--- config.mk ---
export PLATFORM = sky130hd
export DESIGN_NAME = pfiform_join_arb
export DESIGN_NICKNAME = d
export VERILOG_FILES = /design/src/rtl/pfiform_join_arb.sv
export SDC_FILE = /design/constraint.sdc
export NUM_CORES = 1
export LEC_CHECK = 0
export ABC_CLOCK_PERIOD_IN_PS = 3600
export CAP_MARGIN = 25
export CORE_AREA = 5 5 213 215
export DETAILED_ROUTE_END_ITERATION = 12
export DIE_AREA = 0 0 218 220
export GPL_ROUTABILITY_DRIVEN = 0
export PLACE_DENSITY = 0.4
export SLEW_MARGIN = 20
export SYNTH_ARGS = -nofsm -noshare
export SYNTH_HDL_FRONTEND = slang
export SYNTH_SLANG_ARGS = --single-unit
--- constraint.sdc ---
create_clock -name i_core_clk -period 3.6 [get_ports i_core_clk]
set_input_delay 0.9 -clock i_core_clk [delete_from_list [all_inputs] [get_ports i_core_clk]]
set_output_delay 0.9 -clock i_core_clk [all_outputs]
set_load 0.05 [all_outputs]
--- src/rtl/pfiform_join_arb.sv ---
// Round-robin join scheduler: grants one producer at a time onto the PFIFORM
// join port, streaming its burst under JoinPermit backpressure.
module pfiform_join_arb #(
  parameter int NUM_SRC = 4,
  parameter int DATA_W  = 96,
  parameter int LEN_W   = 8
) (
  input  logic                      i_core_clk,
  input  logic                      i_rx_rst,
  input  logic [NUM_SRC-1:0]        i_src_req,
  input  logic [4*NUM_SRC-1:0]      i_src_amount,
  input  logic [LEN_W*NUM_SRC-1:0]  i_src_len,
  input  logic [DATA_W*NUM_SRC-1:0] i_src_data,
  output logic [NUM_SRC-1:0]        o_src_ack,
  output logic [NUM_SRC-1:0]        o_src_done,
  output logic [NUM_SRC-1:0]        o_grant,
  output logic                      o_join_enable,
  output logic [3:0]                o_join_amount,
  output logic [DATA_W-1:0]         o_join_data,
  input  logic                      i_join_permit,
  output logic                      o_busy,
  output logic                      o_cfg_err
);

  localparam int IDX_W = (NUM_SRC > 1) ? $clog2(NUM_SRC) : 1;

  typedef enum logic [1:0] {
    ST_IDLE = 2'd0,
    ST_XFER = 2'd1,
    ST_DONE = 2'd2
  } state_e;

  state_e               state_q;
  logic [NUM_SRC-1:0]   grant_q;
  logic [NUM_SRC-1:0]   done_q;
  logic [IDX_W-1:0]     gidx_q;
  logic [IDX_W-1:0]     rr_ptr_q;
  logic [3:0]           amount_q;
  logic [LEN_W-1:0]     cnt_q;
  logic                 enable_q;
  logic                 busy_q;
  logic                 cfg_err_q;

  logic [3:0]           amt_a [NUM_SRC];
  logic [LEN_W-1:0]     len_a [NUM_SRC];
  logic [NUM_SRC-1:0]   elig_s;
  logic [NUM_SRC-1:0]   illegal_s;
  logic [NUM_SRC-1:0]   sel_grant_s;
  logic                 sel_found_s;
  logic [IDX_W-1:0]     sel_idx_s;
  logic [IDX_W-1:0]     probe_s;
  logic                 xfer_s;
  logic [DATA_W-1:0]    data_s;

  always_comb begin
    for (int i = 0; i < NUM_SRC; i++) begin
      amt_a[i]     = i_src_amount[4*i +: 4];
      len_a[i]     = i_src_len[LEN_W*i +: LEN_W];
      elig_s[i]    = i_src_req[i] & (amt_a[i] != 4'd0) & (len_a[i] != LEN_W'(0));
      illegal_s[i] = i_src_req[i] & ((amt_a[i] == 4'd0) | (len_a[i] == LEN_W'(0)));
    end
  end

  // Walk downward so the eligible producer closest to rr_ptr is the last one written.
  always_comb begin
    sel_found_s = 1'b0;
    sel_idx_s   = '0;
    sel_grant_s = '0;
    probe_s     = '0;
    for (int i = NUM_SRC - 1; i >= 0; i--) begin
      probe_s = IDX_W'((int'(rr_ptr_q) + i) % NUM_SRC);
      if (elig_s[probe_s]) begin
        sel_found_s          = 1'b1;
        sel_idx_s            = probe_s;
        sel_grant_s          = '0;
        sel_grant_s[probe_s] = 1'b1;
      end else begin
        sel_found_s = sel_found_s;
      end
    end
  end

  always_comb begin
    data_s = '0;
    for (int i = 0; i < NUM_SRC; i++) begin
      if (grant_q[i]) begin
        data_s = data_s | i_src_data[DATA_W*i +: DATA_W];
      end else begin
        data_s = data_s;
      end
    end
  end

  assign xfer_s = enable_q & i_join_permit;

  always_ff @(posedge i_core_clk or posedge i_rx_rst) begin
    if (i_rx_rst) begin
      state_q   <= ST_IDLE;
      grant_q   <= '0;
      done_q    <= '0;
      gidx_q    <= '0;
      rr_ptr_q  <= '0;
      amount_q  <= 4'd0;
      cnt_q     <= '0;
      enable_q  <= 1'b0;
      busy_q    <= 1'b0;
      cfg_err_q <= 1'b0;
    end else begin
      cfg_err_q <= cfg_err_q | (|illegal_s);
      done_q    <= '0;
      case (state_q)
        ST_IDLE: begin
          if (sel_found_s) begin
            state_q  <= ST_XFER;
            grant_q  <= sel_grant_s;
            gidx_q   <= sel_idx_s;
            amount_q <= amt_a[sel_idx_s];
            cnt_q    <= len_a[sel_idx_s];
            enable_q <= 1'b1;
            busy_q   <= 1'b1;
          end
        end
        ST_XFER: begin
          if (xfer_s) begin
            cnt_q <= cnt_q - LEN_W'(1);
            if (cnt_q == LEN_W'(1)) begin
              state_q  <= ST_DONE;
              enable_q <= 1'b0;
              done_q   <= grant_q;
            end
          end
        end
        ST_DONE: begin
          state_q  <= ST_IDLE;
          grant_q  <= '0;
          busy_q   <= 1'b0;
          rr_ptr_q <= (gidx_q == IDX_W'(NUM_SRC - 1)) ? '0 : gidx_q + IDX_W'(1);
        end
        default: begin
          state_q  <= ST_IDLE;
          grant_q  <= '0;
          enable_q <= 1'b0;
          busy_q   <= 1'b0;
        end
      endcase
    end
  end

  assign o_src_ack     = xfer_s ? grant_q : '0;
  assign o_src_done    = done_q;
  assign o_grant       = grant_q;
  assign o_join_enable = enable_q;
  assign o_join_amount = amount_q;
  assign o_join_data   = data_s;
  assign o_busy        = busy_q;
  assign o_cfg_err     = cfg_err_q;

endmodule
# Word-level counts from Yosys, hierarchy flattened
# Index checks and enable logic that the tools add are counted.
# classes
n_lt_le_gt_ge,9
n_eq_ne,7
n_bitwise,24
reduce_logical,28
add_sub_neg,5
muxes,57
# ops
cell,count
96-bit two-way mux,4
96-bit bitwise OR,3
4-bit two-way mux,11
8-bit zero test,4
8-bit two-way mux,4
8-bit nonzero test,4
8-bit binary-select mux with 2-bit select,1
4-bit zero test,4
2-bit two-way mux,8
8-bit case mux with 2 select lines,1
4-bit nonzero test,4
1-bit two-way mux,15
1-bit AND,13
"2-bit by 3-bit < comparator with 1-bit output, second input constant",4
1-bit binary-select mux with 2-bit select,4
4-bit binary-select mux with 2-bit select,1
1-bit demux with 2-bit select,4
"8-bit by 1-bit equality test with 1-bit output, second input constant",1
"2-bit by 1-bit >= comparator with 1-bit output, second input constant",4
4-bit case mux with 2 select lines,1
"8-bit by 1-bit subtractor with 8-bit output, second input constant",1
"2-bit != test, second input constant",3
3-bit AND reduction,2
1-bit bitwise OR,5
other kinds (16),24
# word_totals
output_inout_bits,115
input_bits,439
register_bits,29
wordCells,140

# Logic depth before layout (Yosys ltp)
# depth
depth_word,15
ltp_mapped,11
mapped_depth_nobuf,9

# Worst setup path before layout
# OpenSTA, ideal clock, no wires.
# synth_timing
kind,input-to-reg
start,in i_src_amount[12]
end,reg cnt_q[2]
arrival_time_ns,3.330
setup_ns,0.126
path_slack_ns,0.144
n_path_buf,1
path_stages,8
required_ns,3.474
path_cell_list,o41a_1 -> a21boi_1 -> mux4_2 -> a31oi_4 -> a21bo_1 -> buf_6 -> mux4_2 -> a221o_1
# synth_between
elab_chain_cells,15
elab_cells_between_ends,27
classes_between,eq/ne (1); mux (21); bitwise (3); reduce/logical (2)
# synth_lines
item,line,rtl
"start, declared",11,"input logic [4*NUM_SRC-1:0] i_src_amount,"
4-bit nonzero test *,59,elig_s[i] = i_src_req[i] & (amt_a[i] != 4'd0) & (len_a[i] != LEN_W'(0));
1-bit AND * (2 in series),59,
1-bit binary-select mux with 2-bit select,72,if (elig_s[probe_s]) begin
1-bit two-way mux (implied by the code),72,
2-bit two-way mux (4 in series),72,
2-bit NOT with 3-bit output (implied by the code),118,cnt_q <= len_a[sel_idx_s];
8-bit binary-select mux with 2-bit select,118,
8-bit two-way mux (implied by the code) (2 in series),118,
8-bit two-way mux,113,if (sel_found_s) begin
8-bit case mux with 2 select lines,111,case (state_q)
"end signal, assigned",118,
"end signal, assigned",125,cnt_q <= cnt_q - LEN_W'(1);
"end, declared",39,logic [LEN_W-1:0] cnt_q;
# Mark *: on every way between the ends. The rest lies on a longest branch, timed or not. The select of a mux whose other input is x is not followed.
# A chain may end at the register's enable or synchronous reset.

# Worst setup path after layout
# layout_timing
start,in i_src_amount[14]
end,reg cnt_q[6]
# Same word-level chain as after synthesis.

==> impl_results.md <==
* Power Dens Cells at 773 nW/um2
* Mapped Area at around 4300 um2
* Root Buffer: clkbuf_16
* Setup violators final at 0
* Initial antenna violation count at 20
* Mapped Cells at 586
* Layout overhead on the synthesized area at 161%
* Hold Path Class: flop to flop
* Peak VDD IR at about 0.00056 V
* Die Area at approximately 48000 um2
* Number of H-tree levels at 2
* Switching Share at a little over three fifths
* Dpl hpwl at around 36000 um
* Post-Syn Nets at roughly 1000
* Final Hold Viols at 0
* Synth area leaders: a22oi_1, dfrtp_1, nand2_1
* FFs w/ async S/R, synth at 100%
* Post-route ant nets at 0
* TritonCTS buffer count at 5
* Chip Width at approximately 220 um
* Drt total wl at between 40000 and 50000 um
* Pre-CTS setup slack at -0.422 ns
* Max_slew headroom at slightly below 50%
* Worst path required time at around 3.8 ns
* Critical Path Source Type: input port
* # rows at 77
* Clock Path Buffers at 2
* Max-Cap Viols at 0
* Gr usage total at roughly 16%
* Switching power at 5.49 mW
* Hold-fix buffers at CTS at 0
* Final Non-Filler Cells at approximately 1800
* Placed Area at 10900 um2
* Ys Warns at 0
* Top_reg_cell synth: dfrtp_1
* Most frequent cells in the layout: clkdlybuf4s50_1, a22oi_1, buf_4
* Crit path kind: input port to flop
* Most common cell after layout, fill and taps aside: clkdlybuf4s50_1
* Placed insts at approximately 1800
* Fin util at approximately a quarter
* Count of final max-slew check failures at 0
* Avg Cell Area, Syn at about 7.4 um2
* Clk_lat worst skew at around 0.28 ns
* Vias in the first global route at 7558
* Initial DRC count at 454
* First-pass GRT wire length at 56900 um
* WL/cell at 23.9 um
* Seq/Total Area, Yosys at ~17%
* Pin count of the biggest net entering global routing at 67
* Final nets at 1640
* Chip Height at roughly 220 um
* DR pass1 iterations at 5
* FF+latch count, synth at 29
* Worst Path Arrival at 3.66 ns
* Clock slew at reported path FFs at 0.06 ns
* R2R setup slack at 0.68 ns
* Critical path peak fanout at 3
* Count of different cell masters after synthesis at 45
* # DRC at 0
* Worst Skew at 0.00755 ns
* Clk sinks at 29
* Register share of total power at 9.4%
* Vias at around 7500
* Int Pwr at 3.23 mW
* Gr ovfl total at 0
* Worst setup EP type: flop
* Final Cycle Share at 97.3%
* Clock network fraction of design power at 6.4%
* Total power at 8.72 mW
* Worst-Margin Slew at between 0.7 and 0.8 ns
* Leak at 4.82 nW
* Max Clock Freq at between 200 and 300 MHz
* Synth top area share at approximately a third
* Number of synthesized flops with an enable pin at 0
* Fin crit period at around 3.5 ns
* Initial Utilization at 9.93%
* Run status: completed
* IO Pins at between 500 and 600
* Worst setup margin at a little under 0.1 ns
* Core ar. at between 40000 and 50000 um2
* Ratio of cells with drive above 1 in the final layout at 20.2%
* TritonCTS clock tree: done
* DR vias/cell at approximately 4.2
* IO Port Bufs at about 550
* Finished Cell Area at between 10000 and 15000 um2
* Combinational Power Share at roughly 84%
* Largest area contributor in the netlist: a22oi_1
[Yosys cell counts (all sizes together), types with 8 or more instances]
library cell	count
a22oi	195
nand2	119
clkbuf	47
dfrtp	29
a21oi	17
nor2	17
o21ai	15
mux2i	12
ha	10
nor2b	10
nand2b	8
nor4	8
[layer usage]
metal	routed length (um)	GRT usage [%]	up-vias
li1	-	-	3556
met1	17300	19.6	3551
met2	21100	27.6	371
met3	3550	5.41	46
met4	947	4.00	16
met5	95	0	-
[path summary, 6_finish.rpt]
| kind | startpoint | to | depth (start not counted) |
|---|---|---|---|
| max | i_src_amount[14] | cnt_q[6] | 10 |
| min | gidx_q[1] | gidx_q[1] | 2 |
| max reg2reg | rr_ptr_q[1] | cnt_q[6] | 9 |
| min reg2reg | gidx_q[1] | gidx_q[1] | 2 |
| max in group asynchronous | i_rx_rst | o_grant[2] | 3 |
| min in group asynchronous | i_rx_rst | o_src_done[0] | 2 |
[sequential cells by signal, summed over array words and instances (netlist names), 2 cells and up]
signal         flops
o_grant            4
gidx_q             2
rr_ptr_q           2
state_q            2
o_src_done         4
o_join_amount      4
cnt_q              8
[cell families after synthesis]
family	after synthesis	synth area share [%]
simple gates	185	18.8
compound gates	278	48.4
buf+inv	60	5.44
flops	29	16.8
fa+ha+maj	10	2.89
mux	24	7.73
[critical path, cell delays in order]
cell and delay (ns):
clkdlybuf4s50_1 0.43, o41a_1 0.43, a21boi_4 0.17, mux4_2 0.52
a31oi_4 0.20, a21bo_4 0.26, buf_4 0.14, mux4_2 0.43
nand2_2 0.08, o211ai_1 0.08
[layout make-up]
cell class,count,area (um2)
clock inverters,3,65.1
fillers,4831,32300
inverters,8,30.0
repair buffers,650,6110
well taps,592,741
diodes,13,32.5
multi-input cells,497,3440
flip-flops and latches,29,741
clock buffers,5,125
[power by group through the flow]
stage	logic, mW	registers (mW)	clock network, mW
2_1_floorplan	4.51	0.689	0
3_3_place_gp	7.43	0.842	0
3_5_place_dp	7.42	0.841	0
4_1_cts	7.45	0.844	0.570
5_1_grt	7.73	0.859	0.586
6_report	7.34	0.822	0.555
[metrics by stage]
stage          setup TNS, ns  hold WS (ns)
2_1_floorplan              0         0.451
3_3_place_gp           -2.78         0.478
3_5_place_dp           -3.70         0.472
4_1_cts                    0         0.485
5_1_grt            -0.000452         0.525
6_report                   0         0.475
[repair_timing]
item	in CTS	in global routing
setup endpoints to repair	6	10
resized for setup	3	34
pin swaps	1	4
buffers inserted	0	1
Power figures use the tool's default switching activity.
